[src/rtl/display_mode_controller.sv]
// Frame-synchronous OLED source selector with debounced mode stepping and 7-seg mode readout.
// Latency: fb_rise 3 clk after frame_begin, mode +1 clk, oled_data +1 clk; no backpressure, pixels stream every clock.
module display_mode_controller #(
  parameter int NUM_SRC         = 4,
  parameter int RESET_MODE      = 0,
  parameter int DEBOUNCE_CYCLES = 1_000_000,
  parameter int SCAN_DIV        = 100_000,
  parameter int BLANK_FRAMES    = 1
) (
  input  logic                   CLK100MHZ,
  input  logic                   reset_n,
  input  logic                   btn_next,
  input  logic                   frame_begin,
  input  logic [NUM_SRC-1:0]     src_valid,
  input  logic [16*NUM_SRC-1:0]  src_data,
  output logic [15:0]            oled_data,
  output logic [1:0]             mode,
  output logic                   mode_pending,
  output logic                   switch_pulse,
  output logic                   no_source,
  output logic [3:0]             an,
  output logic [7:0]             seg
);

  localparam int DW = (DEBOUNCE_CYCLES > 1) ? $clog2(DEBOUNCE_CYCLES) : 1;
  localparam int SW = (SCAN_DIV > 1) ? $clog2(SCAN_DIV) : 1;
  localparam int BW = (BLANK_FRAMES > 0) ? $clog2(BLANK_FRAMES + 1) : 1;

  logic          btn_s1, btn_s2, btn_deb, btn_deb_q;
  logic [DW-1:0] deb_cnt;
  logic          fb_s1, fb_s2, fb_s2_q, fb_rise;
  logic [BW-1:0] blank_cnt;
  logic [SW-1:0] scan_cnt;
  logic [1:0]    slot;

  logic [3:0]    valid4;
  logic [1:0]    nxt, idx;
  logic          nxt_found, any_valid, btn_rise, do_switch;
  logic [15:0]   sel_pix;
  logic [7:0]    digit;

  assign valid4    = 4'(src_valid);
  assign any_valid = |src_valid;
  assign btn_rise  = btn_deb & ~btn_deb_q;
  assign do_switch = fb_rise & any_valid & nxt_found & (mode_pending | ~valid4[mode]);

  // Walk downward so the nearest valid index after mode is the one that sticks.
  always_comb begin
    nxt       = mode;
    nxt_found = 1'b0;
    idx       = '0;
    for (int k = NUM_SRC - 1; k >= 1; k--) begin
      idx = 2'((int'(mode) + k) % NUM_SRC);
      if (valid4[idx]) begin
        nxt       = idx;
        nxt_found = 1'b1;
      end
    end
  end

  always_comb begin
    sel_pix = '0;
    for (int i = 0; i < NUM_SRC; i++) begin
      if (mode == 2'(i)) sel_pix = src_data[16*i +: 16];
    end
  end

  always_comb begin
    digit = 8'hFF;
    unique case (mode)
      2'd0: digit = 8'hC0;
      2'd1: digit = 8'hF9;
      2'd2: digit = 8'hA4;
      2'd3: digit = 8'hB0;
    endcase
  end

  always_ff @(posedge CLK100MHZ) begin
    if (!reset_n) begin
      btn_s1       <= 1'b0;
      btn_s2       <= 1'b0;
      btn_deb      <= 1'b0;
      btn_deb_q    <= 1'b0;
      deb_cnt      <= '0;
      fb_s1        <= 1'b0;
      fb_s2        <= 1'b0;
      fb_s2_q      <= 1'b0;
      fb_rise      <= 1'b0;
      mode         <= 2'(RESET_MODE);
      mode_pending <= 1'b0;
      switch_pulse <= 1'b0;
      no_source    <= 1'b0;
      blank_cnt    <= '0;
      oled_data    <= 16'h0000;
      scan_cnt     <= '0;
      slot         <= 2'd0;
      an           <= 4'b1111;
      seg          <= 8'hFF;
    end else begin
      btn_s1    <= btn_next;
      btn_s2    <= btn_s1;
      btn_deb_q <= btn_deb;
      if (btn_s2 != btn_deb) begin
        if (deb_cnt == DW'(DEBOUNCE_CYCLES - 1)) begin
          btn_deb <= btn_s2;
          deb_cnt <= '0;
        end else begin
          deb_cnt <= deb_cnt + DW'(1);
        end
      end else begin
        deb_cnt <= '0;
      end

      fb_s1   <= frame_begin;
      fb_s2   <= fb_s1;
      fb_s2_q <= fb_s2;
      fb_rise <= fb_s2 & ~fb_s2_q;

      // A press arriving while a request is outstanding is dropped.
      if (fb_rise && mode_pending) mode_pending <= 1'b0;
      else if (btn_rise)           mode_pending <= 1'b1;

      switch_pulse <= do_switch;
      if (do_switch) mode <= nxt;
      if (fb_rise) no_source <= ~any_valid;

      if (do_switch)                      blank_cnt <= BW'(BLANK_FRAMES);
      else if (fb_rise && blank_cnt != 0) blank_cnt <= blank_cnt - BW'(1);

      oled_data <= (blank_cnt != 0 || no_source) ? 16'h0000 : sel_pix;

      if (scan_cnt == SW'(SCAN_DIV - 1)) begin
        scan_cnt <= '0;
        slot     <= slot + 2'd1;
      end else begin
        scan_cnt <= scan_cnt + SW'(1);
      end
      an  <= ~(4'b0001 << slot);
      seg <= (slot != 2'd0) ? 8'hFF : (no_source ? 8'hBF : digit);
    end
  end

endmodule

[config.mk]
export PLATFORM = sky130hd
export DESIGN_NAME = display_mode_controller
export DESIGN_NICKNAME = d
export VERILOG_FILES = /design/src/rtl/display_mode_controller.sv
export SDC_FILE = /design/constraint.sdc
export NUM_CORES = 1
export LEC_CHECK = 0
export BUFFER_PORTS_ARGS = -buffer_cell sky130_fd_sc_hd__buf_2
export CORE_UTILIZATION = 45
export DETAILED_ROUTE_END_ITERATION = 16
export MAX_ROUTING_LAYER = met4
export PLACE_DENSITY_LB_ADDON = 0.3
export RECOVER_POWER = 100
export SYNTH_ARGS = -nofsm -noshare
export SYNTH_HDL_FRONTEND = slang
export SYNTH_SLANG_ARGS = --single-unit
[constraint.sdc]
create_clock -name CLK100MHZ -period 2.4 [get_ports CLK100MHZ]
set_clock_uncertainty 0.2 [all_clocks]
set_input_delay 0.12 -clock CLK100MHZ [delete_from_list [all_inputs] [get_ports CLK100MHZ]]
set_output_delay 0.12 -clock CLK100MHZ [all_outputs]
set_load 0.005 [all_outputs]
==> summary.md, run 1 <==
| Metric | Value |
|---|---|
| Max-Cap Viols | 0 |
| P per Cell Area | between 500 and 600 nW/um2 |
| Number of port buffers | slightly above 100 |
| Top Layer Used | met4 |
| Async SR Flop Fraction | 0% |
| Core area | 8180 um2 |
| Met2 wire length | between 4000 and 5000 um |
| Critical Path Start | reset_n |
| Ys Warns | 0 |
| Required @ worst endpoint | 2.47 ns |
| Slew Viols, Final | 0 |
| Synth cell count leaders | 79 x dfxtp_1, 68 x nor2_1, 35 x nand2_1 |
| Top post-synthesis cells by area | dfxtp_1 42%, nor2_1 6.8%, mux2i_1 6.1% |
| Max IR drop VDD | between 400 and 500 uV |
| Layout Nets | approximately 650 |
| Setup violators final | 0 |
| DRC violations left | 0 |
| Postcts setup bufs | 0 |
| GRT Util Overall | ~22% |
| Switch share | roughly a fifth |
| WL met1 | around 4000 um |
| Fmax | 466 MHz |
| Layout cell share with drive strength beyond 1 | ~19% |
| Final setup TNS | 0 ns |
| CTS tree | done |
| Detailed Route WL | 9190 um |
| Leading area contributor after synthesis | dfxtp_1 |
| CTS Buffer Depth | 2 |
| Die height | a little over 90 um |
| Die Span X | about 94 um |
| Starting Density | between 40 and 50% |
| H-tree depth | 3 |
| Fillers | 732 |
| Final hold violation count | 0 |
| Vias per inst | roughly 5 |
| CP max FO | 24 |
| Actual slew at the worst max-slew pin | 0.899 ns |
| Final ANT Viol Nets | 0 |
| Tcrit/Tclk final | about nine tenths |
| Clock power frac | between 40 and 50% |
| Outcome | complete, no violations |
| FP Rows | 33 |
| Sw power | between 0.6 and 0.7 mW |
| First-pass GRT wire length | 14,700 um |
| Pleak | just over 2 nW |
| Post-synth EDFFs | 0 |
| Hold Startpoint | src_data[24] |
| Initial drt markers | 80 |
| Clock latency on the worst-skew pair | between 0.3 and 0.4 ns |
| Synthesized Nets | between 500 and 600 |
| Flops & latches, synth | 79 |
| Vias | ~3,400 |
| Pwr Total | slightly below 3 mW |
| Reg2reg start | mode[0]$_SDFFE_PN0P_ |
| Root Driver | clkbuf_8 |
| TritonCTS buffer count | 9 |
| Unrepaired setup endpoints after global routing | no |
| Top_reg_cell synth | dfxtp_1 |
| Clock transition at path regs | 0.08 ns |
| Avg Cell Area, Syn | roughly 9 um2 |
| Seq pwr share | 46.0% |
| Mapped Area | 3770 um2 |
| Largest net degree at the start of global routing | 36 |
| DRT Pass-1 Iters | 4 |
| Count leader, synth | dfxtp_1 |
| Post-synth cell types | 50 |
| Comb power frac | under 10% |
| Slew Limit Headroom | approximately two fifths |
| Post-Synthesis Cells | 423 |
| Sequential share of the synthesized area | 42.0% |
| Cell Int Power | 2.33 mW |
| P&R area growth vs syn | 32.2% |
| WL met3 | a little under 500 um |
| Tmin final | 2.15 ns |
| Post-synth top area share | approximately two fifths |
| Initial antenna violation count | 0 |
| Critical Path End Type | register |
| Routed wire per std cell | ~14 um |
| RePlAce Congestion | around 0.85 |
| CP startpoint kind | input port |
| Vias in the first global route | around 3,400 |
| Arr. time, crit path | about 2.2 ns |
| Worst reg2reg setup slack | 0.32 ns |
| GRT Residual Overflow | 0 |
| Hold Path Class | input port to register |
| Ant. Diodes | 0 |
| Die footprint | between 8000 and 9000 um2 |
| Num ports | around 110 |
| Sink Count | between 70 and 80 |
| Final HPWL DP | roughly 5900 um |
| Setup Crit Path Kind | input port to register |
==> stage by stage <==
step           instances  setup slack [ns]  cell area (um2)  hold WS (ns)  util [%]
6_report             674             0.253             4980        0.0181      60.9
5_1_grt              674             0.112             4980        0.0462      60.9
4_1_cts              674             0.257             5020       0.00334      61.4
3_5_place_dp         615             0.269             4320         0.134      52.8
3_3_place_gp         615             0.372             4320         0.128      52.8
2_1_floorplan        423             0.164             3770        0.0473         -
==> kinds of logic (layout without fill, tap and decap cells) <==
family	after synthesis	count (layout)	synth area share (%)
AO/OA/AOI/OAI	49	49	7.40
multiplexers	25	25	6.71
AND/OR/NAND/NOR	189	189	27.0
flip-flops	79	79	42.0
buffers and inverters	34	180	5.08
other	1	1	0.0995
adder cells (fa/ha/maj)	11	11	3.65
XOR/XNOR	35	35	8.13
==> worst max-delay path, cell delays in order <==
cell	delay, ns
dlygate4sd3_1	0.52
clkbuf_1	0.67
nand2_1	0.64
nor2_1	0.25
==> what timing repair did <==
action | in CTS | in global routing
hold buffers | 43 | 0
gates resized for setup | 0 | 1
endpoints found under the setup margin | 0 | 2
endpoints found under the hold margin | 26 | 0
==> layer usage <==
metal  vias to the layer above  global-route usage, %
li1                       1701                      -
met1                      1543                   24.6
met2                       116                   35.6
met3                        38                   5.77
met4                         0                   13.1
met5                         -                      -
==> power by group through the flow <==
stage	clock network, mW	registers, mW	logic, mW
6_report	1.31	1.36	0.288
5_1_grt	1.38	1.36	0.317
2_1_floorplan	0	1.39	0.123
3_5_place_dp	0	1.39	0.229
4_1_cts	1.34	1.36	0.284
3_3_place_gp	0	1.39	0.224
==> final timing paths <==
path,endpoint,cells past startpoint
worst max-delay path,oled_data[5]$_SDFF_PP0_,4
worst max register to register,mode[0]$_SDFFE_PN0P_,6
worst min-delay path,oled_data[8]$_SDFF_PP0_,5
worst min register to register,fb_rise$_SDFF_PN0_,1
==> flip-flops by register name, indices dropped and copies added, names as in the netlist <==
| signal | cells |
|---|---|
| deb_cnt | 20 |
| scan_cnt | 17 |
| oled_data | 16 |
| seg | 6 |
| an | 4 |
| mode | 2 |
| slot | 2 |
| blank_cnt | 1 |
| btn_deb | 1 |
| btn_deb_q | 1 |
| btn_s1 | 1 |
| btn_s2 | 1 |
| fb_rise | 1 |
| fb_s1 | 1 |
| fb_s2 | 1 |
| fb_s2_q | 1 |
| mode_pending | 1 |
| no_source | 1 |
| switch_pulse | 1 |
==> area by class of cell <==
type	instances	area, um2	share of cell area [%]
Multi-Input combinational cell	310	1990	40.0
Sequential cell	79	1580	31.7
Timing Repair Buffer	153	965	19.4
Clock buffer	11	141	2.84
Tap cell	105	131	2.64
Clock inverter	5	129	2.59
Inverter	11	41.3	0.829
==> cells in the final DEF, fill, tap and decap left out, drive strengths merged, types with 12 or more instances in the layout <==
cell,netlist,layout
buf,12,84
dfxtp,79,79
nor2,68,68
dlygate4sd3,0,43
clkbuf,11,37
nand2,35,35
mux2i,23,23
xor2,23,23
nand3,19,19
a21oi,18,18
o21ai,18,18
and3b,16,16
xnor2,12,12
Note: power is estimated with default switching activity, not from simulation.
==> inputs of run 2 (changes only) <==
==> constraint.sdc (replaced) <==
create_clock -name CLK100MHZ -period 2 [get_ports CLK100MHZ]
set_clock_uncertainty 0.2 [all_clocks]
set_input_delay 0.1 -clock CLK100MHZ [delete_from_list [all_inputs] [get_ports CLK100MHZ]]
set_output_delay 0.1 -clock CLK100MHZ [all_outputs]
set_load 0.005 [all_outputs]
==> summary.md, run 2 (synthesis gave the netlist of run 1 again) <==
| Metric | Value |
|---|---|
| FF-to-FF End | oled_data[5]$_SDFF_PP0_ |
| Number of port buffers | 103 (unchanged) |
| TritonCTS buffer count | 9 (unchanged) |
| Critical Path Start | mode[1]$_SDFFE_PN0P_ |
| GRT Residual Overflow | 0 (unchanged) |
| Fmax | 523 MHz |
| Detailed Route WL | 9360 um (+1.8%) |
| Sink Count | 79 (unchanged) |
| Tmin final | 1.91 ns |
| Core area | 8180 um2 (unchanged) |
| Kind of cell adding the most delay to the critical path | buffers and inverters |
| Num ports | 105 (unchanged) |
| Starting Density | 46.1% (unchanged) |
| Final hold violation count | 0 (unchanged) |
| Cell Int Power | 2.34 mW (+0.53%) |
| Root Driver | clkbuf_8 |
| Routed wire per std cell | 13.7 um (+0.78%) |
| Largest net degree at the start of global routing | 36 (unchanged) |
| Setup violators final | 0 (unchanged) |
| Comb power frac | 11.6% (+1.9 points) |
| CP max FO | 16 (-33%) |
| Seq pwr share | 52.6% (+6.6 points) |
| DRT Pass-1 Iters | 4 (unchanged) |
| Die height | 93.5 um (unchanged) |
| CTS Buffer Depth | 2 (unchanged) |
| Vias | 3,434 (+1.1%) |
| Clock transition at path regs | 0.09 ns (about the same) |
| Initial antenna violation count | 0 (unchanged) |
| P&R area growth vs syn | 34.2% |
| Arr. time, crit path | 1.93 ns (-0.29 ns) |
| H-tree depth | 3 (unchanged) |
| GRT Util Overall | 21.9% (-0.12 points) |
| Layout cell share with drive strength beyond 1 | 21.7% (+2.4 points) |
| Max-Cap Viols | 0 (unchanged) |
| Actual slew at the worst max-slew pin | 0.602 ns (-0.297 ns) |
| Hold Startpoint | src_data[18] |
| Die Span X | 93.5 um (unchanged) |
| Hold Path Class | input port to register |
| DRC violations left | 0 (unchanged) |
| Outcome | complete, no violations |
| Slew Limit Headroom | 59.8% (+20 points) |
| Hold path depth | 5 (unchanged) |
| Pleak | 2.06 nW (+1.2%) |
| Post-Place Worst Slack | 0.123 ns (-0.146 ns) |
| Slowest CP cell | dfxtp_2 |
| Die footprint | 8750 um2 (unchanged) |
| First-pass GRT wire length | 14,700 um (-0.33%) |
| CP dominant cell by count | buf_4 |
| Ant. Diodes | 0 (unchanged) |
| CP startpoint kind | register |
| Final setup TNS | 0 ns (unchanged) |
| Switch share | 24.6% (+3.4 points) |
| Crit-path cells | buf_4 > ha_1 > buf_4 > o21ai_0 > mux2i_1 > nor2_1 |
| Final HPWL DP | 5880 um (-0.48%) |
| Clock latency on the worst-skew pair | 0.33 ns (-0.02 ns) |
| Final ANT Viol Nets | 0 (unchanged) |
| Layout Nets | 654 (+1.1%) |
| Reg2reg start | mode[1]$_SDFFE_PN0P_ |
| Min-Delay Endpoint | oled_data[2]$_SDFF_PP0_ |
| FP Rows | 33 (unchanged) |
| Commonest cells after routing, fill and taps aside | 78 x buf_2, 76 x dfxtp_1, 68 x nor2_1, 45 x dlygate4sd3_1, 35 x nand2_1 |
| Critical Path End Type | register |
| Vias in the first global route | 3,282 (-2.1%) |
| Setup Crit Path Kind | register to register |
| Clock power frac | 35.8% (-8.5 points) |
| Commonest non-fill, non-tap cell in the layout | buf_2 |
| Sw power | 0.765 mW (+22%) |
| Required @ worst endpoint | 2.02 ns (-0.45 ns) |
| Tcrit/Tclk final | about 96% |
| Max IR drop VDD | 388 uV (-4.1%) |
| Final worst setup slack | 0.0898 ns (-0.163 ns) |
| Worst Path Buf+Inv | 2 (unchanged) |
| Max stage delay on crit path | 0.35 ns (-0.32 ns) |
| Worst reg2reg setup slack | 0.09 ns (-0.23 ns) |
| Biggest register | deb_cnt |
| Largest register FFs | 20 (unchanged) |
| Initial drt markers | 104 (+30%) |
| RePlAce Congestion | 0.808 (-5.1%) |
| Pwr Total | 3.11 mW (+5.0%) |
| Slew Viols, Final | 0 (unchanged) |
| Unrepaired setup endpoints after global routing | no |
| R2R depth | 6 (unchanged) |
| Vias per inst | 5.04 (about the same) |
| Top Registers | deb_cnt x20, scan_cnt x17, oled_data x16 |
| P per Cell Area | 614 nW/um2 (+3.4%) |
| CTS tree | done |
## run 2: changes by cell type in the layout (fill, tap and decap cells not counted), sizes merged
cell / change
buf: +5
bufinv: -4
clkinvlp: +2
dlygate4sd3: +2
clkinv: +1
inv: +1
## run 2: power by group through the flow
stage	combinational [mW]	clock, mW	sequential, mW
final	0.359	1.11	1.63
after global routing	0.396	1.21	1.64
after CTS	0.348	1.14	1.63
after detailed placement	0.279	0	1.67
after global placement	0.274	0	1.67
after floorplan	0.151	0	1.67
## run 2: area by class of cell
| class | count | area (um2) |
|---|---|---|
| fill | 698 | 3120 |
| multi-input combinational | 310 | 2030 |
| timing repair buffer | 160 | 1070 |
| clock inverter | 5 | 41.3 |
| tap | 105 | 131 |
| sequential | 79 | 1590 |
| inverter | 11 | 46.3 |
| clock buffer | 11 | 151 |
## run 2: metal layers
| metal | vias up | track usage (%) | share of wire (%) |
|---|---|---|---|
| li1 | 1718 | - | - |
| met1 | 1565 | 25.6 | 43 |
| met2 | 120 | 35.8 | 49 |
| met3 | 31 | 5.69 | 5.9 |
| met4 | 0 | 9.10 | 2.8 |
| met5 | - | - | 0 |
## run 2: repair_timing
item                       in CTS  in global routing
resized for setup               0                  8
hold buffers                   45                  0
hold endpoints to repair       31                  0
buffers inserted                0                  0
setup endpoints to repair       0                 28
## run 2: worst max-delay path by stage
stage                                   end  depth (start not counted)
detailed placement     mode[1]$_SDFFE_PN0P_                          6
CTS                    mode[1]$_SDFFE_PN0P_                          6
global placement       mode[1]$_SDFFE_PN0P_                          6
floorplan              mode[0]$_SDFFE_PN0P_                          7
finish              oled_data[5]$_SDFF_PP0_                          6
global route        oled_data[5]$_SDFF_PP0_                          6
## run 2: through the flow
step	hold slack [ns]	utilization [%]	instance area (um2)	instances
final	0.0173	61.9	5060	681
after global routing	0.0254	61.9	5060	681
after floorplan	0.0273	-	3800	423
after CTS	0.00127	61.6	5040	680
after global placement	0.105	53.8	4400	619
after detailed placement	0.111	53.8	4400	619
## run 2: tightest hold or removal path: stages
cell and delay, ns:
buf_2 0.08, a21oi_1 0.06, o21ai_0 0.15, mux2i_1 0.07, nor2_1 0.07
